**src/rtl/rgb_gray_stream.sv**
```systemverilog
// Packed RGB to OW-bit gray/binary converter: two-stage back-pressured stream
// pipeline with per-frame min/max statistics latched on the last pixel.
module rgb_gray_stream #(
  parameter int CW = 4,
  parameter int OW = 8
) (
  input  logic            clk,
  input  logic            rst_n,
  input  logic            x_valid,
  output logic            x_ready,
  input  logic [3*CW-1:0] x_data,
  input  logic            x_last,
  input  logic [1:0]      mode,
  input  logic [OW-1:0]   thresh,
  output logic            y_valid,
  input  logic            y_ready,
  output logic [OW-1:0]   y_data,
  output logic            y_last,
  output logic [OW-1:0]   stats_min,
  output logic [OW-1:0]   stats_max,
  output logic            stats_valid
);

  localparam logic [1:0] MODE_AVG    = 2'd0;
  localparam logic [1:0] MODE_LUMA   = 2'd1;
  localparam logic [1:0] MODE_GREEN  = 2'd2;
  localparam logic [1:0] MODE_THRESH = 2'd3;

  localparam logic [OW+9:0] K_AVG = (OW+10)'(171);
  localparam logic [OW+9:0] K_R   = (OW+10)'(77);
  localparam logic [OW+9:0] K_G   = (OW+10)'(150);
  localparam logic [OW+9:0] K_B   = (OW+10)'(29);

  // Repeat the channel MSB-first until OW bits are filled.
  function automatic logic [OW-1:0] expand(input logic [CW-1:0] c);
    logic [OW-1:0] e;
    e = '0;
    for (int i = 0; i < OW; i++) begin
      e[OW-1-i] = c[CW-1-(i%CW)];
    end
    return e;
  endfunction

  logic          v1, v2;
  logic          en1, en2;
  logic [OW-1:0] r1, g1, b1, thresh1;
  logic [1:0]    mode1;
  logic          last1;
  logic [OW-1:0] y_q;
  logic          last2;

  // Handshake: a beat transfers on any edge where valid & ready are both high.
  // A stage may load when it is empty or its content moves on this cycle; the
  // ready chain is purely combinational so no bubbles appear at full rate.
  assign en2     = ~v2 | y_ready;
  assign en1     = ~v1 | en2;
  assign x_ready = en1;
  assign y_valid = v2;
  assign y_data  = y_q;
  assign y_last  = last2;

  always_ff @(posedge clk or negedge rst_n) begin
    if (!rst_n) begin
      v1      <= 1'b0;
      r1      <= '0;
      g1      <= '0;
      b1      <= '0;
      thresh1 <= '0;
      mode1   <= MODE_AVG;
      last1   <= 1'b0;
    end else if (en1) begin
      v1 <= x_valid;
      if (x_valid) begin
        r1      <= expand(x_data[3*CW-1:2*CW]);
        g1      <= expand(x_data[2*CW-1:CW]);
        b1      <= expand(x_data[CW-1:0]);
        thresh1 <= thresh;
        mode1   <= mode;
        last1   <= x_last;
      end
    end
  end

  logic [OW+1:0] sum;
  logic [OW+9:0] avg_p, luma_p;
  logic [OW-1:0] avg, luma, result;

  always_comb begin
    sum    = {2'b00, r1} + {2'b00, g1} + {2'b00, b1};
    avg_p  = {8'd0, sum} * K_AVG;
    luma_p = K_R * {10'd0, r1} + K_G * {10'd0, g1} + K_B * {10'd0, b1};
    avg    = OW'(avg_p >> 9);
    luma   = OW'(luma_p >> 8);
    result = '0;
    case (mode1)
      MODE_AVG:    result = avg;
      MODE_LUMA:   result = luma;
      MODE_GREEN:  result = g1;
      MODE_THRESH: result = (luma >= thresh1) ? {OW{1'b1}} : '0;
      default:     result = '0;
    endcase
  end

  always_ff @(posedge clk or negedge rst_n) begin
    if (!rst_n) begin
      v2    <= 1'b0;
      y_q   <= '0;
      last2 <= 1'b0;
    end else if (en2) begin
      v2 <= v1;
      if (v1) begin
        y_q   <= result;
        last2 <= last1;
      end
    end
  end

  logic          y_hs;
  logic [OW-1:0] run_min, run_max, next_min, next_max;

  assign y_hs     = v2 & y_ready;
  assign next_min = (y_q < run_min) ? y_q : run_min;
  assign next_max = (y_q > run_max) ? y_q : run_max;

  // The last beat's value is folded in before the frame result is published.
  always_ff @(posedge clk or negedge rst_n) begin
    if (!rst_n) begin
      run_min     <= {OW{1'b1}};
      run_max     <= '0;
      stats_min   <= '0;
      stats_max   <= '0;
      stats_valid <= 1'b0;
    end else begin
      stats_valid <= 1'b0;
      if (y_hs) begin
        if (last2) begin
          stats_min   <= next_min;
          stats_max   <= next_max;
          stats_valid <= 1'b1;
          run_min     <= {OW{1'b1}};
          run_max     <= '0;
        end else begin
          run_min <= next_min;
          run_max <= next_max;
        end
      end
    end
  end

endmodule

```
**config.mk**
```make
export PLATFORM = sky130hd
export DESIGN_NAME = rgb_gray_stream
export DESIGN_NICKNAME = d
export VERILOG_FILES = /design/src/rtl/rgb_gray_stream.sv
export SDC_FILE = /design/constraint.sdc
export NUM_CORES = 1
export LEC_CHECK = 0
export ABC_AREA = 1
export BUFFER_PORTS_ARGS = -buffer_cell sky130_fd_sc_hd__buf_2
export CAP_MARGIN = 20
export CORE_MARGIN = 10
export CORE_UTILIZATION = 35
export CTS_BUF_LIST = sky130_fd_sc_hd__clkbuf_8
export DETAILED_ROUTE_END_ITERATION = 10
export PLACE_DENSITY = 0.61
export SLEW_MARGIN = 25
export SYNTH_ARGS = -nofsm -noshare
export SYNTH_HDL_FRONTEND = slang
export SYNTH_SLANG_ARGS = --single-unit
```
**constraint.sdc**
```tcl
create_clock -name clk -period 16.1 [get_ports clk]
set_input_delay 0.805 -clock clk [delete_from_list [all_inputs] [get_ports clk]]
set_output_delay 0.805 -clock clk [all_outputs]
set_load 0.005 [all_outputs]
```
==> impl_metrics.toml <==
[sta]
tightest_slew_ns = 0.915
max_freq_ghz = 0.130
setup_viol_count_final = 0
fin_setup_tns_ns = 0
fin_crit_sh = 0.476
rsz0062_at_grt = "no"
slew_headroom = 0.390
finalCriticalPeriod_ns = 7.67
hold_viol = 0
finClkSkew_ns = 0.0194
drv_slew = 0

[placed_design]
io_buffers = 54
placed_cells = 1425
placed_area_um2 = 9220
dp_hpwl_um = 16800
routabilityCongestion = 0.894

[detailed_routing]
ant_nets = 0
drc = 0
firstDrtPassIters = 5
drt_wl_total_um = 20300
avgRoutedWirePerCell_um = 14.1
drt_iter0_drc = 343
vias = 6954
routed_via_density = 4.83

[synth]
yosysWarningCount = 0
synth_edf_count = 0
synthCells = 1059
yosys.area.top_type_share = 0.218
synth-main-ff-cell = "dfrtp_1"
yosys_register_bits = 67
syn_nets = 1311
mappedNetlistArea_um2 = 8600
postSynth.asyncResetShare = 1.00
synth.largest_area_cell = "ha_1"
synth.distinct_cells = 42
syn_avg_cell_area_um2 = 8.12
synth_seq_area_share = 0.196
synth.area.top_cells = "ha_1 22%, fa_1 17%, dfrtp_1 17%"

[global_route]
antenna_found_initial = 0
grt-ovfl-total = 0
grt_pass1_vias = 7170
grt_start_max_net_pins = 68
grt_pass1_wl_um = 34700
grt.total_usage = 0.135

[hold_path]
min_path_type = "flop to flop"

[finish]
fin_cells = 1441
final_cell_mix = "209 x inv_1, 190 x nand2_1, 150 x ha_1, 82 x nand3_1, 75 x fa_1"
syn2layout_area_growth_pct = 9.95
nNetsFinal = 1364
final_common_cell = "inv_1"
design_area_um2 = 9460
insertedDiodeCount = 0
layout-drive-gt1-share = 0.0967

[setup_path]
worst-path-max-fanout = 10
required_ns = 16.35
start_kind = "flop"
slowest_stage = "dfrtp_1"
worst_path_largest_cell_delay_ns = 0.63
cp.arrival_ns = 7.92
cp-end-kind = "flop"
worstSetupPathType = "flop to flop"
crit_top_cell = "inv_1"

[floorplan]
dieArea_um2 = 31200
start_util = 0.355
num_rows = 57
pin_count = 55
core-area_um2 = 24200
die_h_um = 177
die_w_um = 177

[clock_tree]
cts_resized = 0
path_clk_slew_ns = 0.09
root_buffer = "clkbuf_8"
ctsHtreeMaxLevel = 3
clk_latency_ns = 0.37
cts_hold_buf = 0
cts-buffers-inserted = 9
clk_path_buf_depth = 2
cts_tree = "done"
numClockSinks = 67
postCtsSetupBuffers = 0

[status]
outcome = "finished clean"

[run]
drv_cap = 0
## Yosys cell counts (all sizes together) (2+ instances only)
library cell  count
xnor2             6
o21a             13
nand2           198
dfrtp            59
nand4            10
nor3              3
or2               2
a21o              2
buf               9
o21bai            5
a21oi            64
mux2              5
fa               75
xor2             13
a31oi             4
dfstp             8
nand3b           12
o21ai            43
nor2             71
ha              150
inv             212
clkbuf            4
nand3            82
and2              6
## final timing paths
path / endpoint / slack (ns) / cells past startpoint / start
worst min register to register: stats_min[6] / 0.49 / 1 / stats_min[6]
min in group asynchronous: stats_min[5] / 0.65 / 2 / rst_n
max in group asynchronous: mode1[1] / 14.85 / 2 / rst_n
worst min-delay path: stats_min[6] / 0.49 / 1 / stats_min[6]
worst max register to register: y_data[5] / 8.43 / 39 / g1[5]
worst max-delay path: y_data[5] / 8.43 / 39 / g1[5]
## final cells by class
type	count	area (um^2)
fill	2564	14800
multi-input combinational	767	6060
sequential	67	1690
inverter	212	796
tap	324	405
timing repair buffer	55	278
clock buffer	10	138
clock inverter	6	97.6
## per-layer routing
metal / vias to the layer above / track usage / share of wire
met5: - / 0 / 0
met4: 0 / 0.0186 / 0.0071
met3: 14 / 0.0211 / 0.030
met2: 94 / 0.239 / 0.49
met1: 3338 / 0.172 / 0.47
li1: 3508 / - / -
## stage by stage
step                      utilization  hold WS [ns]  setup slack (ns)
after floorplan                     -         0.478              9.01
after CTS                       0.390         0.495              8.45
after detailed placement        0.380         0.474              8.47
after global routing            0.390         0.510              7.83
after global placement          0.380         0.470              8.65
final                           0.390         0.490              8.43
## state kept, by name, indices dropped and copies added, names as in the netlist, 2 cells and up
| name | flops |
|---|---|
| stats_max | 8 |
| y_data | 8 |
| g1 | 4 |
| b1 | 4 |
| mode1 | 2 |
| r1 | 4 |
| run_max | 8 |
| thresh1 | 8 |
| run_min | 8 |
| stats_min | 8 |
## kinds of logic (layout without fill, tap and decap cells)
kind of cell               Yosys count  after routing  synth area share
adders and majority gates          225            225             0.393
buffers and inverters              225            283             0.101
xor gates and xnor gates            19             19            0.0202
and+or+nand+nor                    385            385             0.198
DFF                                 67             67             0.196
AOI/OAI and AO/OA                  133            133            0.0863
muxes                                5              5           0.00654
## critical path: cells and delay by family, from the launching register on
family / cells / cell delay, ns
compound gates: 5 / 0.89
xor+xnor: 1 / 0.18
fa+ha+maj: 11 / 4.37
buf+inv: 8 / 0.38
flops: 1 / 0.63
simple gates: 14 / 1.09
Power is left out: the tool's default activity adds up to more than one toggle a clock period on the data nets, which glitch-free logic cannot reach.
